$ cat src/rtl/note_envelope_pkg.sv
// note_envelope_pkg: shared envelope state encoding and default widths.
package note_envelope_pkg;

   localparam int GAIN_W_DEF = 8;
   localparam int DUR_W      = 6;

   typedef enum logic [2:0] {
      IDLE,
      ATTACK,
      DECAY,
      SUSTAIN,
      RELEASE
   } env_state_t;

endpackage

$ cat src/rtl/env_gain_fsm.sv
// env_gain_fsm: ADSR state machine producing the per-note envelope gain.
module env_gain_fsm
   import note_envelope_pkg::*;
#(
   parameter int GAIN_W        = GAIN_W_DEF,
   parameter int ATTACK_STEP   = 16,
   parameter int DECAY_STEP    = 1,
   parameter int SUSTAIN_LEVEL = 160,
   parameter int RELEASE_STEP  = 1,
   parameter int RELEASE_BEATS = 4
) (
   input  logic              clk_i,
   input  logic              reset_i,
   input  logic              note_start_i,
   input  logic [DUR_W-1:0]  note_duration_i,
   input  logic              note_done_i,
   input  logic              beat_i,
   input  logic              sample_in_rdy_i,
   output logic [GAIN_W-1:0] gain_o
);

   localparam logic [GAIN_W-1:0] GMAX   = '1;
   localparam logic [GAIN_W:0]   A_STEP = (GAIN_W+1)'(ATTACK_STEP);
   localparam logic [GAIN_W-1:0] D_STEP = GAIN_W'(DECAY_STEP);
   localparam logic [GAIN_W-1:0] SUS    = GAIN_W'(SUSTAIN_LEVEL);
   localparam logic [GAIN_W-1:0] R_STEP = GAIN_W'(RELEASE_STEP);
   localparam logic [DUR_W-1:0]  RB     = DUR_W'(RELEASE_BEATS);

   env_state_t        state_q, state_d;
   logic [GAIN_W-1:0] gain_q, gain_d, step_g, attack_g, decay_g, release_g;
   logic [GAIN_W:0]   attack_sum;
   logic [DUR_W-1:0]  beats_left_q, beats_left_d;
   logic              near_end;

   // Saturating/clamped gain step for the current state, taken only on accepted samples.
   always_comb begin
      attack_sum = {1'b0, gain_q} + A_STEP;
      attack_g   = (attack_sum > {1'b0, GMAX}) ? GMAX : attack_sum[GAIN_W-1:0];
      decay_g    = ({1'b0, gain_q} <= ({1'b0, SUS} + {1'b0, D_STEP})) ? SUS : gain_q - D_STEP;
      release_g  = (gain_q <= R_STEP) ? '0 : gain_q - R_STEP;
      step_g     = (state_q == ATTACK)  ? attack_g  :
                   (state_q == DECAY)   ? decay_g   :
                   (state_q == SUSTAIN) ? SUS       :
                   (state_q == RELEASE) ? release_g : '0;
      gain_d     = sample_in_rdy_i ? step_g : gain_q;
   end

   // Beat countdown and state transitions; a new note overrides beat and note_done.
   always_comb begin
      beats_left_d = note_start_i ? note_duration_i :
                     (beat_i && beats_left_q != '0) ? beats_left_q - 1'b1 : beats_left_q;
      near_end     = beats_left_q <= RB;
      state_d      = state_q;
      if (note_start_i)
         state_d = ATTACK;
      else if (note_done_i && state_q != IDLE)
         state_d = RELEASE;
      else
         case (state_q)
            ATTACK:  state_d = near_end ? RELEASE : (gain_d == GMAX) ? DECAY : ATTACK;
            DECAY:   state_d = near_end ? RELEASE : (gain_d == SUS) ? SUSTAIN : DECAY;
            SUSTAIN: state_d = near_end ? RELEASE : SUSTAIN;
            RELEASE: state_d = (gain_d == '0) ? IDLE : RELEASE;
            default: state_d = state_q;
         endcase
   end

   // State, gain and beat counter registers; reset drops any ramp in progress.
   always_ff @(posedge clk_i) begin
      if (!reset_i) begin
         state_q      <= IDLE;
         gain_q       <= '0;
         beats_left_q <= '0;
      end else begin
         state_q      <= state_d;
         gain_q       <= gain_d;
         beats_left_q <= beats_left_d;
      end
   end

   assign gain_o = gain_q;

endmodule

$ cat src/rtl/note_envelope.sv
// note_envelope: applies the ADSR gain to the summed note sample stream.
module note_envelope
   import note_envelope_pkg::*;
#(
   parameter int GAIN_W        = GAIN_W_DEF,
   parameter int ATTACK_STEP   = 16,
   parameter int DECAY_STEP    = 1,
   parameter int SUSTAIN_LEVEL = 160,
   parameter int RELEASE_STEP  = 1,
   parameter int RELEASE_BEATS = 4
) (
   input  logic              clk_i,
   input  logic              reset_i,
   input  logic              note_start_i,
   input  logic [DUR_W-1:0]  note_duration_i,
   input  logic              note_done_i,
   input  logic              beat_i,
   input  logic [15:0]       sample_in_i,
   input  logic              sample_in_rdy_i,
   output logic [15:0]       sample_out_o,
   output logic              sample_out_rdy_o,
   output logic [GAIN_W-1:0] gain_o
);

   logic [GAIN_W-1:0]        gain;
   logic signed [16+GAIN_W:0] prod;
   logic [15:0]              sample_out_q, sample_out_d;
   logic                     sample_out_rdy_q;
   logic                     unused_prod;

   env_gain_fsm #(
      .GAIN_W        (GAIN_W),
      .ATTACK_STEP   (ATTACK_STEP),
      .DECAY_STEP    (DECAY_STEP),
      .SUSTAIN_LEVEL (SUSTAIN_LEVEL),
      .RELEASE_STEP  (RELEASE_STEP),
      .RELEASE_BEATS (RELEASE_BEATS)
   ) u_fsm (
      .clk_i           (clk_i),
      .reset_i         (reset_i),
      .note_start_i    (note_start_i),
      .note_duration_i (note_duration_i),
      .note_done_i     (note_done_i),
      .beat_i          (beat_i),
      .sample_in_rdy_i (sample_in_rdy_i),
      .gain_o          (gain)
   );

   // Scale by the pre-step gain; the gain is zero-extended so it stays positive.
   always_comb begin
      prod         = $signed(sample_in_i) * $signed({1'b0, gain});
      sample_out_d = sample_in_rdy_i ? prod[15+GAIN_W:GAIN_W] : sample_out_q;
   end

   assign unused_prod = ^{prod[16+GAIN_W], prod[GAIN_W-1:0]};

   // Output register: new sample one cycle after each input strobe, held otherwise.
   always_ff @(posedge clk_i) begin
      if (!reset_i) begin
         sample_out_q     <= '0;
         sample_out_rdy_q <= 1'b0;
      end else begin
         sample_out_q     <= sample_out_d;
         sample_out_rdy_q <= sample_in_rdy_i;
      end
   end

   assign sample_out_o     = sample_out_q;
   assign sample_out_rdy_o = sample_out_rdy_q;
   assign gain_o           = gain;

endmodule

$ cat config.mk
export PLATFORM = sky130hd
export DESIGN_NAME = note_envelope
export DESIGN_NICKNAME = d
export VERILOG_FILES = /design/src/rtl/note_envelope_pkg.sv /design/src/rtl/env_gain_fsm.sv /design/src/rtl/note_envelope.sv
export SDC_FILE = /design/constraint.sdc
export NUM_CORES = 1
export LEC_CHECK = 0
export CAP_MARGIN = 20
export CORE_UTILIZATION = 29
export DETAILED_ROUTE_END_ITERATION = 7
export GPL_TIMING_DRIVEN = 0
export PLACE_DENSITY = 0.44
export SETUP_SLACK_MARGIN = 0.05
export SYNTH_ARGS = -nofsm -noshare
export SYNTH_HDL_FRONTEND = slang
export SYNTH_HIERARCHICAL = 1
export SYNTH_SLANG_ARGS = --single-unit
$ cat constraint.sdc
create_clock -name clk_i -period 4.4 [get_ports clk_i]
set_input_delay 0.66 -clock clk_i [delete_from_list [all_inputs] [get_ports clk_i]]
set_output_delay 0.66 -clock clk_i [all_outputs]
set_load 0.1 [all_outputs]
==> metrics.md <==
| Metric | Value |
|---|---|
| Status | finished with violations |
| Failing checks | DRC |
| Share of layout cells above drive strength 1 | 0.252 |
| Sw Pwr | 924 uW |
| Total power | 1980 uW |
| Mapped Area | 0.00655 mm^2 |
| # DRC | 5 |
| Crit-path max FO | 5 |
| # fillers | 2270 |
| Peak supply drop | 0.142 mV |
| Dpl cell area | 0.00774 mm^2 |
| Synth async-reset ratio | 0 |
| Vias in the first global route | 6089 |
| Sw Ratio | 0.467 |
| CTS Buf Count | 5 |
| PD cells | 226 mW/mm^2 |
| Seq/Total Area, Yosys | 0.104 |
| Hold Crit Class | reg2reg |
| Drt pass-1 iters | 6 |
| Fin area | 0.00877 mm^2 |
| Relative slew slack | 0.347 |
| Final setup viols | 0 |
| Clk buf depth | 2 |
| Gr ovfl total | 0 |
| Routability congestion estimate | 0.800 |
| Internal power | 1060 uW |
| Yosys reg bits | 34 |
| Final WS setup | 57.1 ps |
| Final worst path period share | 0.987 |
| Vias per cell | 4.84 |
| Via count | 5729 |
| Initial Util | 0.298 |
| Placed instance count | 1126 |
| Sequential share of power | 0.188 |
| Combinational share of power | 0.638 |
| Clock root buffer | clkbuf_16 |
| Port bufs | 52 |
| Most frequent cells in the layout | inv_1 (148), fa_1 (94), nand2_1 (67), and2_1 (55), buf_4 (47) |
| First-pass GRT wire length | 32600 um |
| Final WL | 19900 um |
| H-tree levels | 2 |
| Setup Skew | 2.40 ps |
| RSZ-0062 raised after global routing | true |
| CTS clk-pin slew, worst paths | 60 ps |
| Detail Placement HPWL | 14800 um |
| Fmax | 230 MHz |
| Final Hold Fails | 0 |
| Avg WL per Cell | 16.8 um |
| EDFF count, synth | 0 |
| Netlist cell types | 74 |
| Data arrival, critical path | 4520 ps |
| Mean Syn Cell Area | 8.25 um^2 |
| Sink Count | 34 |
| Die Ht | 152 um |
| Area grow syn2layout | 33.8% |
| Clock power frac | 0.174 |
| Worst slack at placement | -1210 ps |
| Setup crit end kind | flip-flop |
| Most common cell after layout, fill and taps aside | inv_1 |
| Most used DFF post-synth | dfxtp_1 |
| Largest net degree at the start of global routing | 13 |
| Synth warn | 6 |
| Actual slew at the worst max-slew pin | 976 ps |
| CP Class | reg2reg |
| CP Launch Point | u_fsm/gain_o[1] |
| Worst-Skew Late Latency | 280 ps |
| Hold path start | sample_out_o[6] |
| Syn_nets | 973 |
| Setup crit start kind | flip-flop |
| Core ar. | 0.0220 mm^2 |
| Site Rows | 54 |
| Final std cells w/o fill | 1183 |
| Initial antenna violation count | 0 |
| Die area | 0.0232 mm^2 |
| Starting DRT DRC Count | 176 |
| CTS tree | done |
| Synthesized instance count | 794 |
| DIE WIDTH | 152 um |
| Tmin final | 4340 ps |
| Leakage power | 0.00394 uW |
| Max Cap Viol | 0 |
| Max Slew Vio Count | 0 |
| NumNets Final | 1081 |
| FF-to-FF Start | u_fsm/gain_o[1] |
| Required time worst endpoint | 4580 ps |
| GRT Total Usage | 0.179 |
| IO Pins | 53 |
| Antenna cells | 0 |
| DRT antenna net count | 0 |
-- power by group through the flow --
stage | clock (uW) | sequential, uW | combinational (uW)
after global routing | 376 | 379 | 1380
after global placement | 0 | 389 | 1070
after detailed placement | 0 | 388 | 1070
after CTS | 356 | 373 | 1150
final | 344 | 373 | 1260
after floorplan | 0 | 564 | 600
-- synthesized netlist by cell type (12+ instances only) --
| library cell | n | area, um^2 |
|---|---|---|
| a21oi_1 | 33 | 165 |
| and2_1 | 59 | 369 |
| clkbuf_1 | 16 | 60.1 |
| dfxtp_1 | 34 | 681 |
| fa_1 | 99 | 1980 |
| ha_1 | 52 | 651 |
| inv_1 | 162 | 608 |
| nand2_1 | 94 | 353 |
| nor2_1 | 43 | 161 |
| nor3_1 | 12 | 60.1 |
| o21ai_0 | 24 | 120 |
| xnor2_1 | 19 | 166 |
-- metal layers --
metal	vias up	routed length, um	track usage
met4	0	277	0.0326
met5	-	0	0
met1	2883	8980	0.227
met2	61	10300	0.330
li1	2768	-	-
met3	17	360	0.0154
-- state kept, by name, indices dropped and copies added (netlist names) --
register	flops
u_fsm/gain_o	8
u_fsm/beats_left_q	6
sample_out_rdy_o	1
sample_out_o	16
u_fsm/state_q	3
-- metrics by stage --
step / util / TNS, ps / hold WS (ps)
2_1_floorplan: - / -140 / 568
5_1_grt: 0.399 / -203 / 524
6_report: 0.399 / 0 / 487
3_3_place_gp: 0.353 / -13670 / 483
3_5_place_dp: 0.353 / -13450 / 484
4_1_cts: 0.374 / 0 / 494
-- worst paths after layout --
path | endpoint | slack, ps | cells after the start
worst max-delay path | sample_out_o[10] | 60 | 17
worst min-delay path | sample_out_o[6] | 490 | 2
worst max register to register | sample_out_o[10] | 60 | 17
worst min register to register | sample_out_o[6] | 490 | 2
-- critical path: stages, from the launching register on --
cell	delay (ps)
dfxtp_4	390
clkbuf_16	170
buf_4	110
nand2_2	40
fa_1	510
inv_1	50
fa_1	470
fa_1	510
inv_2	50
fa_1	560
inv_2	60
ha_4	250
nand2_4	80
a211oi_2	50
a211oi_2	320
a21boi_2	100
or3_1	310
a32o_1	220
-- logic make-up (layout without fill, tap and decap cells) --
family	Yosys count	count (layout)	share of synthesized area
AND/OR/NAND/NOR	267	267	0.209
buffers and inverters	186	295	0.110
adder cells (fa/ha/maj)	151	151	0.402
AO/OA/AOI/OAI	131	131	0.142
flip-flops	34	34	0.104
XOR/XNOR	22	22	0.0294
multiplexers	3	3	0.00458
-- timing repair --
item	in CTS	in global routing
resized for setup	122	98
hold buffers	0	0
pin swaps	32	54
endpoints found under the setup margin	16	14
setup buffers	27	19
cloned	2	2
-- layout make-up --
type | count | area, um^2 | share of cell area
multi-input combinational | 574 | 5820 | 0.664
buffer | 24 | 239 | 0.0272
tap | 280 | 350 | 0.0399
timing repair buffer | 101 | 898 | 0.102
inverter | 162 | 608 | 0.0693
clock inverter | 3 | 16.3 | 0.00185
clock buffer | 5 | 125 | 0.0143
sequential | 34 | 711 | 0.0810
(Power assumes the default switching activity.)
